$ cat src/rtl/vga_frame_signature_if.sv
// Pixel-stream and frame-report bundle for vga_frame_signature.
// master: the video source / host side; slave: the signature checker.
interface vga_frame_signature_if #(
   parameter int COLOR_W = 8
);
   logic               Start;
   logic               Blank;
   logic               VSync;
   logic [COLOR_W-1:0] R;
   logic [COLOR_W-1:0] G;
   logic [COLOR_W-1:0] B;
   logic               Busy;
   logic [31:0]        Signature;
   logic               SigValid;
   logic               FrameErr;
   logic [15:0]        FrameCount;

   modport master (
      output Start, Blank, VSync, R, G, B,
      input  Busy, Signature, SigValid, FrameErr, FrameCount
   );

   modport slave (
      input  Start, Blank, VSync, R, G, B,
      output Busy, Signature, SigValid, FrameErr, FrameCount
   );
endinterface

$ cat src/rtl/vga_frame_signature.sv
// In-system frame checker on the VGA output path. Every visible pixel of an
// armed frame is folded into a 32-bit rotate/XOR signature, and the line and
// frame geometry are checked against H_ACTIVE x V_ACTIVE.
// Optional build macro VGA_SIG_CONTINUOUS_EN: when defined, every frame is
// reported back to back after a single Start; otherwise one report per Start.
module vga_frame_signature #(
   parameter int          H_ACTIVE = 640,
   parameter int          V_ACTIVE = 480,
   parameter int          COLOR_W  = 8,
   parameter logic [31:0] SEED     = 32'hFFFF_FFFF
) (
   input logic                  Clock,
   input logic                  Reset,
   vga_frame_signature_if.slave bus
);

   // Counters are just wide enough to hold the nominal value; they saturate
   // so an over-long line or frame can never wrap back onto a "good" count.
   localparam int PIX_W  = $clog2(H_ACTIVE + 1);
   localparam int LINE_W = $clog2(V_ACTIVE + 1);

   generate
      if (3 * COLOR_W > 32) begin : g_color_w_check
         $error("vga_frame_signature: 3*COLOR_W must not exceed 32");
      end
   endgenerate

   typedef enum logic [1:0] {
      IDLE    = 2'd0,
      WAIT_VS = 2'd1,
      CAPTURE = 2'd2,
      DONE    = 2'd3
   } state_t;

   state_t              state;
   logic                blank_q;
   logic                vs_q;
   logic                vs_fall;
   logic                line_end;
   logic [31:0]         pixel_word;
   logic [31:0]         sig;
   logic [PIX_W-1:0]    pix_cnt;
   logic [LINE_W-1:0]   line_cnt;
   logic                err;
   logic                busy;
   logic [31:0]         signature;
   logic                sig_valid;
   logic                frame_err;
   logic [15:0]         frame_count;

   // One signature step: rotate left by one, then mix in the pixel.
   function automatic logic [31:0] fold(input logic [31:0] s, input logic [31:0] w);
      return {s[30:0], s[31]} ^ w;
   endfunction

   // Saturating increment of the pixel-per-line counter.
   function automatic logic [PIX_W-1:0] pix_inc(input logic [PIX_W-1:0] c);
      return (c == {PIX_W{1'b1}}) ? c : c + PIX_W'(1);
   endfunction

   // Saturating increment of the line-per-frame counter.
   function automatic logic [LINE_W-1:0] line_inc(input logic [LINE_W-1:0] c);
      return (c == {LINE_W{1'b1}}) ? c : c + LINE_W'(1);
   endfunction

   // {B,G,R} zero-extended to the signature width.
   assign pixel_word = 32'({bus.B, bus.G, bus.R});

   // Edge detection against the previous sample of the sync/enable inputs.
   assign vs_fall  = vs_q & ~bus.VSync;
   assign line_end = blank_q & ~bus.Blank;

   // Previous-sample registers for VSync and Blank; idle levels after reset.
   always_ff @(posedge Clock or negedge Reset) begin
      if (!Reset) begin
         blank_q <= 1'b0;
         vs_q    <= 1'b1;
      end else begin
         blank_q <= bus.Blank;
         vs_q    <= bus.VSync;
      end
   end

   // Arm / capture / report sequencer with accumulators and registered outputs.
   always_ff @(posedge Clock or negedge Reset) begin
      if (!Reset) begin
         state       <= IDLE;
         sig         <= '0;
         pix_cnt     <= '0;
         line_cnt    <= '0;
         err         <= 1'b0;
         busy        <= 1'b0;
         signature   <= '0;
         sig_valid   <= 1'b0;
         frame_err   <= 1'b0;
         frame_count <= '0;
      end else begin
         sig_valid <= 1'b0;
         case (state)
            IDLE: begin
               // A vsync edge coinciding with Start only arms; the frame that
               // is already under way is never captured partially.
               if (bus.Start) begin
                  state <= WAIT_VS;
                  busy  <= 1'b1;
               end
            end

            WAIT_VS: begin
               if (vs_fall) begin
                  state    <= CAPTURE;
                  sig      <= SEED;
                  pix_cnt  <= '0;
                  line_cnt <= '0;
                  err      <= 1'b0;
               end
            end

            CAPTURE: begin
               if (bus.Blank) begin
                  sig     <= fold(sig, pixel_word);
                  pix_cnt <= pix_inc(pix_cnt);
               end
               if (line_end) begin
                  if (pix_cnt != PIX_W'(H_ACTIVE)) begin
                     err <= 1'b1;
                  end
                  line_cnt <= line_inc(line_cnt);
                  pix_cnt  <= '0;
               end
               // Closing edge: a visible pixel on this edge is still folded
               // in above; a line still open here is a truncated line.
               if (vs_fall) begin
                  if ((line_cnt != LINE_W'(V_ACTIVE)) || blank_q) begin
                     err <= 1'b1;
                  end
                  state <= DONE;
               end
            end

            DONE: begin
               signature   <= sig;
               frame_err   <= err;
               sig_valid   <= 1'b1;
               frame_count <= frame_count + 16'd1;
`ifdef VGA_SIG_CONTINUOUS_EN
               // Reseed immediately so the frame that has just begun is the
               // next one reported; nothing is skipped between reports.
               state    <= CAPTURE;
               sig      <= SEED;
               pix_cnt  <= '0;
               line_cnt <= '0;
               err      <= 1'b0;
`else
               state <= IDLE;
               busy  <= 1'b0;
`endif
            end

            default: begin
               state <= IDLE;
               busy  <= 1'b0;
            end
         endcase
      end
   end

   assign bus.Busy       = busy;
   assign bus.Signature  = signature;
   assign bus.SigValid   = sig_valid;
   assign bus.FrameErr   = frame_err;
   assign bus.FrameCount = frame_count;

endmodule
$ cat src/flat_wrapper.sv
// flat-port wrapper written by rule: the top's interface ports become plain ports
module vga_frame_signature_flat 
#(
   parameter int          H_ACTIVE = 640,
   parameter int          V_ACTIVE = 480,
   parameter int          COLOR_W  = 8,
   parameter logic [31:0] SEED     = 32'hFFFF_FFFF
)
  (Clock, Reset, bus_Start, bus_Blank, bus_VSync, bus_R, bus_G, bus_B, bus_Busy, bus_Signature, bus_SigValid, bus_FrameErr, bus_FrameCount);
  vga_frame_signature_if #(.COLOR_W(COLOR_W)) bus_i ();
  input logic Clock;
  input logic Reset;
  input wire logic [$bits(bus_i.Start)-1:0] bus_Start;
  input wire logic [$bits(bus_i.Blank)-1:0] bus_Blank;
  input wire logic [$bits(bus_i.VSync)-1:0] bus_VSync;
  input wire logic [$bits(bus_i.R)-1:0] bus_R;
  input wire logic [$bits(bus_i.G)-1:0] bus_G;
  input wire logic [$bits(bus_i.B)-1:0] bus_B;
  output wire logic [$bits(bus_i.Busy)-1:0] bus_Busy;
  output wire logic [$bits(bus_i.Signature)-1:0] bus_Signature;
  output wire logic [$bits(bus_i.SigValid)-1:0] bus_SigValid;
  output wire logic [$bits(bus_i.FrameErr)-1:0] bus_FrameErr;
  output wire logic [$bits(bus_i.FrameCount)-1:0] bus_FrameCount;
  assign bus_i.Start = bus_Start;
  assign bus_i.Blank = bus_Blank;
  assign bus_i.VSync = bus_VSync;
  assign bus_i.R = bus_R;
  assign bus_i.G = bus_G;
  assign bus_i.B = bus_B;
  assign bus_Busy = bus_i.Busy;
  assign bus_Signature = bus_i.Signature;
  assign bus_SigValid = bus_i.SigValid;
  assign bus_FrameErr = bus_i.FrameErr;
  assign bus_FrameCount = bus_i.FrameCount;
  vga_frame_signature #(.H_ACTIVE(H_ACTIVE), .V_ACTIVE(V_ACTIVE), .COLOR_W(COLOR_W), .SEED(SEED)) u_core (.Clock(Clock), .Reset(Reset), .bus(bus_i));
endmodule
$ cat config.mk
export PLATFORM = sky130hd
export DESIGN_NAME = vga_frame_signature_flat
export DESIGN_NICKNAME = d
export VERILOG_FILES = /design/src/rtl/vga_frame_signature_if.sv /design/src/rtl/vga_frame_signature.sv /design/src/flat_wrapper.sv
export SDC_FILE = /design/constraint.sdc
export NUM_CORES = 1
export LEC_CHECK = 0
export ABC_AREA = 1
export CAP_MARGIN = 40
export CELL_PAD_IN_SITES_DETAIL_PLACEMENT = 1
export CELL_PAD_IN_SITES_GLOBAL_PLACEMENT = 1
export CORE_MARGIN = 1
export CORE_UTILIZATION = 40
export DETAILED_ROUTE_END_ITERATION = 8
export DONT_BUFFER_PORTS = 1
export MAX_ROUTING_LAYER = met4
export PLACE_DENSITY_LB_ADDON = 0.1
export SLEW_MARGIN = 10
export SYNTH_ARGS = -nofsm -noshare
export SYNTH_HDL_FRONTEND = slang
export SYNTH_SLANG_ARGS = --single-unit
$ cat constraint.sdc
create_clock -name Clock -period 2 [get_ports Clock]
set_clock_uncertainty 0.05 [all_clocks]
set_input_delay 0.2 -clock Clock [delete_from_list [all_inputs] [get_ports Clock]]
set_output_delay 0.2 -clock Clock [all_outputs]
set_load 0.01 [all_outputs]
# --- After elaboration in Yosys (flattened, before gate mapping) ---
# Cells that the tools add are included.
word_totals:
  reg_bits: 107
  input_bits: 29
  output_inout_bits: 51
  elab_cells: 70
op_classes:
  n_addsub: 3
  n_eq_ne: 15
  mux: 25
  bitwise: 5
  reduce_logical: 10
op_table:
  columns: ["cell", "count"]
  rows:
  - ["2-to-1 mux 32 bit", 2]
  - ["one-hot mux 32 bit (2 select lines)", 1]
  - ["2-to-1 mux 10 bit", 4]
  - ["XOR 32 x 24 -> 32 bit", 1]
  - ["2-to-1 mux 9 bit", 3]
  - ["one-hot mux 10 bit (2 select lines)", 1]
  - ["one-hot mux 9 bit (2 select lines)", 1]
  - ["adder 16 x 1 -> 16 bit, second input constant", 1]
  - ["adder 10 x 1 -> 10 bit, second input constant", 1]
  - ["== test 10 bit, second input constant", 1]
  - ["inequality test 10 bit, second input constant", 1]
  - ["adder 9 x 1 -> 9 bit, second input constant", 1]
  - ["== test 9 bit, second input constant", 1]
  - ["inequality test 9 bit, second input constant", 1]
  - ["one-hot mux 2 bit (4 select lines)", 1]
  - ["AND reduction 4 bit", 2]
  - ["2-to-1 mux 1 bit", 7]
  - ["2-to-1 mux 2 bit", 3]
  - ["inequality test 2 x 1 -> 1 bit, second input constant", 3]
  - ["inequality test 2 bit, second input constant", 3]
  - ["inequality test 3 x 2 -> 1 bit, second input constant", 2]
  - ["AND reduction 3 bit", 2]
  - ["== test 2 bit, second input constant", 2]
  - ["one-hot mux 1 bit (2 select lines)", 2]
  - ["7 further kinds", 11]

# --- Depth between registers and ports, before layout ---
# Gate-level depths: netlist of run 1.
depth:
  depth_word: 6
  depth_mapped: 11
  depth_no_buf: 11

# --- Worst setup path before layout of run 1 ---
# No wires, ideal clock.
synth_timing:
  kind: "register -> register"
  from: "register u_core.line_cnt[0]"
  to: "register u_core.line_cnt[3]"
  setup_ps: 77
  arrival_ps: 1621
  setup_slack_ps: 252
  path_stages_with_launch: 10
  n_path_buf: 0
  period_less_slack_ps: 1748
  cell_sequence: "dfrtp_1 > ha_1 > nand4_1 > nor2_1 > ha_1 > o21ai_0 > nand2_2 > inv_2 > nand3b_1 > a21oi_1"
synth_via:
  elab_chain_cells: 4
synth_rtl:
  columns: ["item", "line", "rtl"]
  rows:
  - ["start: declaration", "vga_frame_signature.sv:43", "logic [LINE_W-1:0] line_cnt;"]
  - ["start signal: assignment", "vga_frame_signature.sv:128", "line_cnt <= line_inc(line_cnt);"]
  - ["adder 9 x 1 -> 9 bit", "vga_frame_signature.sv:63", "return (c == {LINE_W{1'b1}}) ? c : c + LINE_W'(1);"]
  - ["2-to-1 mux 9 bit", "vga_frame_signature.sv:63", null]
  - ["2-to-1 mux 9 bit", "vga_frame_signature.sv:124", "if (line_end) begin"]
  - ["one-hot mux 9 bit (2 select lines)", "vga_frame_signature.sv:99", "case (state)"]
# Parallel ways exist; a longest one is shown, timed or not. The select of a mux whose other input is x is not followed.
# A chain may end at the register's enable or synchronous reset.

# --- Final worst setup path of run 1 ---
# Same ends and word-level chain as after synthesis.

==> results of run 1 <==
layer usage:
| metal | vias up | track usage |
|---|---|---|
| met1 | 1881 | 0.249 |
| met5 | - | - |
| li1 | 1945 | - |
| met4 | 0 | 0.0745 |
| met3 | 15 | 0.0401 |
| met2 | 54 | 0.314 |
cell type report:
cell class	instances	area [um2]	area share
tap	168	210	0.0371
clock inverter	5	61.3	0.0108
clock buffer	11	243	0.0429
timing repair buffer	14	150	0.0265
sequential	107	2680	0.473
multi-input combinational	399	2040	0.361
inverter	73	277	0.0488
flip-flops by register name (all words and copies together) (netlist names):
name	cells
u_core.sig	32
u_core.bus.FrameErr	1
u_core.err	1
u_core.line_cnt	9
u_core.bus.FrameCount	16
u_core.vs_q	1
u_core.bus.SigValid	1
u_core.state	2
u_core.bus.Signature	32
u_core.bus.Busy	1
u_core.blank_q	1
u_core.pix_cnt	10
power by group:
group,leakage (nW),switching [mW],internal (mW),total (mW)
Clock,0.150,0.814,1.01,1.83
Sequential,1.32,0.686,3.04,3.72
Combinational,1.24,2.39,1.18,3.56
what timing repair did:
action                                  CTS  global route
setup buffers                             0             1
endpoints found under the setup margin    0             5
gates resized for setup                   0             3
hold endpoints to repair                110           107
worst max-delay path by stage:
stage	to	startpoint	slack, ns
2_1_floorplan	u_core.line_cnt[3]	u_core.line_cnt[0]	0.25
3_3_place_gp	u_core.line_cnt[3]	u_core.line_cnt[0]	0.13
3_5_place_dp	u_core.line_cnt[3]	u_core.line_cnt[0]	0.03
4_1_cts	u_core.line_cnt[3]	u_core.line_cnt[0]	0.007
5_1_grt	u_core.line_cnt[3]	u_core.line_cnt[0]	0.004
6_report	u_core.line_cnt[3]	u_core.line_cnt[0]	0.12
Yosys cell counts, drive strengths merged:
library cell    n  area share
clkbuf         11      0.0081
xor2           12       0.021
a21o            1      0.0015
nand4           7      0.0086
ha             11       0.027
nand2         144        0.11
o31ai           1      0.0015
dfstp           1      0.0052
nand3b          1      0.0015
o21bai          2      0.0029
xnor2           3      0.0052
nand3          26       0.028
inv            73       0.054
buf             9       0.012
nor3            9       0.011
nor3b           1      0.0015
nor2           33       0.027
a21oi          33       0.035
o21ai         115        0.12
dfrtp         106        0.52
kinds of logic after synthesis:
group / share of synthesized area
DFF: 0.525
AOI/OAI and AO/OA: 0.158
buffers and inverters: 0.0736
and+or+nand+nor: 0.190
xor gates and xnor gates: 0.0258
adders and majority gates: 0.0270
metrics by stage:
stage / utilization / instance area (um2) / setup slack (ns) / total power [mW]
floorplan: - / 5100 / 0.252 / 6.26
global placement: 0.436 / 5320 / 0.133 / 7.13
global route: 0.464 / 5660 / 0.00433 / 10.0
detailed placement: 0.436 / 5320 / 0.0312 / 7.33
CTS: 0.463 / 5650 / 0.00716 / 9.23
finish: 0.464 / 5660 / 0.117 / 9.11
worst register-to-register path, stage by stage (launching register included):
cell and delay [ns]:
dfrtp_1 0.42, ha_1 0.26, nand4_1 0.13, nor2_1 0.06
ha_1 0.20, o21ai_1 0.16, nand2_2 0.15, inv_4 0.13
nand3b_1 0.08, a21oi_1 0.15
==> key figures, run 1 <==
Power and ir drop
  • Leak Pwr: ~2.7 nW
  • Max rail drop VDD: 628 uV
  • PwrDens: 1610 nW/um2

Layout
  • Non-Filler Instances: between 700 and 800
  • Filler cell count: around 1500
  • Commonest non-fill, non-tap cell in the layout: nand2_1
  • Most frequent cells in the layout: nand2_1 (135), o21ai_0 (107), dfrtp_1 (106)
  • Final #Nets: 644
  • N_diodes: 0
  • Area Growth Syn to Fin: 11.1%
  • Fraction of layout cells with a size suffix above 1: 0.0952

Placement
  • Gpl congestion: 0.786
  • DP Wirelength: approximately 8000 um
  • # port buffers: 0
  • Cells after DPL: about 760

Floorplan
  • Die Y: about 110 um
  • Die area: approximately 13000 um2
  • Core ar.: about 12000 um2
  • Num rows: 40
  • Ports: 80
  • Chip Width: between 100 and 150 um
  • Starting Density: 0.418

STA
  • Final min period: 1.88 ns
  • Final hold violation count: 107
  • Final setup viols: 0
  • Maximum clock rate: approximately 0.53 GHz
  • Pins Over Slew Limit: 0
  • Fin crit share: 0.942
  • Setup_tns: 0 ns
  • Unrepaired setup endpoints after global routing: no
  • Final hold slack: -0.515 ns
  • Worst slew pin tran: about 0.48 ns
  • Slew Limit Headroom: 0.679

Clocking
  • Worst-Skew Late Latency: about 0.35 ns
  • # clock sinks: around 110
  • Hold buffers post-CTS: 3
  • Clock buffer count from CTS: 9
  • TritonCTS clock tree: done
  • H-tree levels: 3
  • CTS clk-pin slew, worst paths: approximately 0.070 ns
  • Root Driver: clkbuf_16
  • CTS max path bufs: 2

Synth
  • Mapped cell area: ~5100 um2
  • Post-Synthesis Cells: 599
  • Syn Area/Cell: ~8.5 um2
  • Flops & latches, synth: roughly 110
  • Netlist cell types: 31
  • Syn nets: 639
  • Sequential fraction of the synthesis area: 0.525
  • YS warnings: 0

Critical path
  • FF-to-FF End: u_core.line_cnt[3]
  • Reg2Reg Setup Slack: 0.12 ns
  • Crit path cell chain: ha_1 > nand4_1 > nor2_1 > ha_1 > o21ai_1 > nand2_2 > inv_4 > nand3b_1 > a21oi_1
  • Critical path's top delay family: adder cells
  • CP dominant cell by count: ha_1
  • FF-to-FF path depth: 9
  • Data arrival, critical path: ~2.1 ns
  • CP Buf/Inv Count: 1
  • Slowest stage delay, CP: between 0.4 and 0.5 ns
  • Crit path launch type: flop
  • CP Capture Type: flop
  • Crit-path slowest cell: dfrtp_1
  • Worst EP required: approximately 2.2 ns
  • Critical path fanouts, max: 8
  • Kind of critical path: reg -> reg
  • RR Startpoint: u_core.line_cnt[0]
  • CP Depth: 9

Detailed routing
  • Met3 wire length: roughly 450 um
  • Antenna viol nets, final: 0
  • DRT met1 WL: 5470 um
  • Vias per cell: ~5.0
  • DR iter-0 viols: between 150 and 200
  • Top Metal Used: met4
  • Routed length on met2: approximately 5500 um
  • Drt pass-1 iters: 6
  • Routed wire length: 11600 um
  • Wire length per cell: ~15 um
  • Detailed-route via count: just under 4000
  • DRC: 0

Run status
  • Status: finished with violations
  • Failing checks: negative hold slack

Job
  • Maxcap violations: 0

GRT
  • Vias in the first global route: between 4000 and 5000
  • Largest net degree at the start of global routing: 108
  • Total gr overflow: 0
  • Gr usage total: 0.198
  • Wire length of the first global-routing pass: between 15000 and 20000 um
  • Initial antenna violation count: 0

Min path
  • Hold Path Class: in -> async
Note: power is estimated with default switching activity, not from simulation.
==> inputs of run 2 (changes only) <==
- CTS_CLUSTER_SIZE: not set -> 25
- GPL_TIMING_DRIVEN: not set -> 0
- MAX_ROUTING_LAYER: met4 -> not set
==> key figures, run 2 (synthesized netlist as in run 1, its figures left out) <==
STA
  • Final setup viols: 0 (unchanged)
  • Pins Over Slew Limit: 0 (unchanged)
  • Final hold violation count: 107 (unchanged)
  • Final hold slack: -0.514 ns (was -0.515 ns)
  • Maximum clock rate: 0.520 GHz (was 0.531 GHz)
  • Final min period: 1.92 ns (was 1.88 ns)
  • Slew Limit Headroom: 0.638 (was 0.679)
  • Worst slew pin tran: 0.544 ns (was 0.478 ns)
  • Fin crit share: 0.961 (was 0.942)

Layout
  • Final #Nets: 656 (was 644)
  • Non-Filler Instances: 789 (was 777)
  • Area Growth Syn to Fin: 11.7% (was 11.1%)
  • Commonest non-fill, non-tap cell in the layout: nand2_1 (unchanged)
  • N_diodes: 0 (unchanged)
  • Fraction of layout cells with a size suffix above 1: 0.108 (was 0.0952)
  • Final Instance Area: 5700 um2 (was 5660 um2)
  • Most frequent cells in the layout: nand2_1 (135), o21ai_0 (107), dfrtp_1 (105) (was nand2_1 (135), o21ai_0 (107), dfrtp_1 (106))

GRT
  • Total gr overflow: 0 (unchanged)
  • Gr usage total: 0.205 (was 0.198)
  • Vias in the first global route: 4205 (was 4107)
  • Largest net degree at the start of global routing: 108 (unchanged)
  • Wire length of the first global-routing pass: 21100 um (was 19900 um)
  • Initial antenna violation count: 0 (unchanged)

Floorplan
  • Chip Width: 115 um (unchanged)
  • Die area: 13200 um2 (unchanged)
  • Num rows: 40 (unchanged)
  • Starting Density: 0.418 (unchanged)
  • Ports: 80 (unchanged)
  • Core ar.: 12200 um2 (unchanged)
  • Die Y: 115 um (unchanged)

Clocking
  • Worst-Skew Late Latency: 0.36 ns (was 0.35 ns)
  • CTS clk-pin slew, worst paths: 0.07 ns (about the same)
  • Clock buffer count from CTS: 9 (unchanged)
  • Root Driver: clkbuf_16 (unchanged)
  • # clock sinks: 107 (unchanged)
  • Hold buffers post-CTS: 3 (unchanged)
  • TritonCTS clock tree: done (unchanged)
  • CTS max path bufs: 2 (unchanged)
  • H-tree levels: 3 (unchanged)

Detailed routing
  • Vias per cell: 5.11 (was 5.01)
  • Routed wire length: 12500 um (was 11600 um)
  • Detailed-route via count: 4031 (was 3895)
  • DR iter-0 viols: 132 (was 179)
  • DRC: 0 (unchanged)
  • Wire length per cell: 15.8 um (was 14.9 um)
  • Drt pass-1 iters: 4 (was 6)
  • Antenna viol nets, final: 0 (unchanged)

Critical path
  • RR Startpoint: u_core.line_cnt[0] (unchanged)
  • CP Capture Type: flop (unchanged)
  • Crit path launch type: flop (unchanged)
  • Reg2Reg Setup Slack: 0.08 ns (was 0.12 ns)
  • Kind of critical path: reg -> reg (unchanged)
  • Data arrival, critical path: 2.13 ns (was 2.11 ns)
  • Critical path fanouts, max: 7 (was 8)
  • Critical path startpoint: u_core.line_cnt[0] (unchanged)
  • Worst EP required: 2.21 ns (was 2.23 ns)

Power and ir drop
  • Max rail drop VDD: 654 uV (was 628 uV)
  • PwrDens: 1650 nW/um2 (was 1610 nW/um2)
  • Total chip power: 9.38 mW (was 9.11 mW)
  • Leak Pwr: 2.74 nW (was 2.72 nW)

Placement
  • Gpl congestion: 0.826 (was 0.786)
  • Cells after DPL: 767 (was 757)
  • Cell area after placement: 5310 um2 (was 5320 um2)
  • # port buffers: 0 (unchanged)
  • DP Wirelength: 8800 um (was 7990 um)

Job
  • Maxcap violations: 0 (unchanged)

Run status
  • Status: finished with violations (unchanged)
  • Failing checks: negative hold slack (unchanged)

Min path
  • Hold Path Class: in -> async (unchanged)
-- run 2: changes by cell type in the layout (fill, tap and decap cells not counted), moves of 3 or more --
| cell | previous run | this run |
|---|---|---|
| clkbuf_1 | 1 | 6 |
| buf_4 | 8 | 3 |
| buf_2 | 0 | 6 |
| buf_12 | 3 | 0 |
| clkbuf_2 | 0 | 4 |
| buf_6 | 0 | 3 |
-- run 2: layer usage --
metal	up-vias	global-route usage	part of all wire
li1	1976	-	-
met1	1980	0.274	0.46
met2	64	0.333	0.49
met3	11	0.0406	0.041
met4	0	0.0736	0.013
met5	-	0	0
-- run 2: what timing repair did --
action | in CTS | in global routing
endpoints found under the setup margin | 4 | 34
resized for setup | 2 | 16
endpoints found under the hold margin | 110 | 107
setup buffers | 0 | 3
pin swaps | 0 | 1
-- run 2: area by class of cell --
class	instances	area [um2]
sequential	107	2680
inverter	73	277
timing repair buffer	6	52.6
fill	1493	6520
clock inverter	5	60.1
buffer	20	114
tap	168	210
clock buffer	11	253
multi-input combinational	399	2050
-- run 2: power by group --
part | switching [mW] | internal, mW
Clock | 0.833 | 1.05
Sequential | 0.706 | 3.04
Combinational | 2.58 | 1.18
-- run 2: worst paths after layout --
check,cells after the start,to
max reg2reg,8,u_core.line_cnt[4]
min in group Clock,3,u_core.sig[0]
min reg2reg,1,u_core.line_cnt[0]
max,8,u_core.line_cnt[4]
min,0,u_core.bus.FrameCount[11]
max in group asynchronous,0,u_core.line_cnt[0]
-- run 2: per-stage QoR --
step | TNS, ns | utilization | worst slack, ns | hold WS (ns)
2_1_floorplan | 0 | - | 0.252 | -0.146
3_3_place_gp | 0 | 0.435 | 0.0491 | -0.143
3_5_place_dp | -0.113 | 0.435 | -0.0399 | -0.143
4_1_cts | 0 | 0.463 | 0.0201 | -0.533
5_1_grt | -0.0108 | 0.466 | -0.0108 | -0.532
6_report | 0 | 0.466 | 0.0787 | -0.514
-- run 2: worst max-delay path, cell delays in order (launching register included) --
cell and delay, ns:
dfrtp_2 0.44, ha_2 0.22, nand4_1 0.15, nor2_1 0.07, ha_1 0.22, o21ai_2 0.18
nand2_2 0.15, buf_4 0.17, o31ai_1 0.18
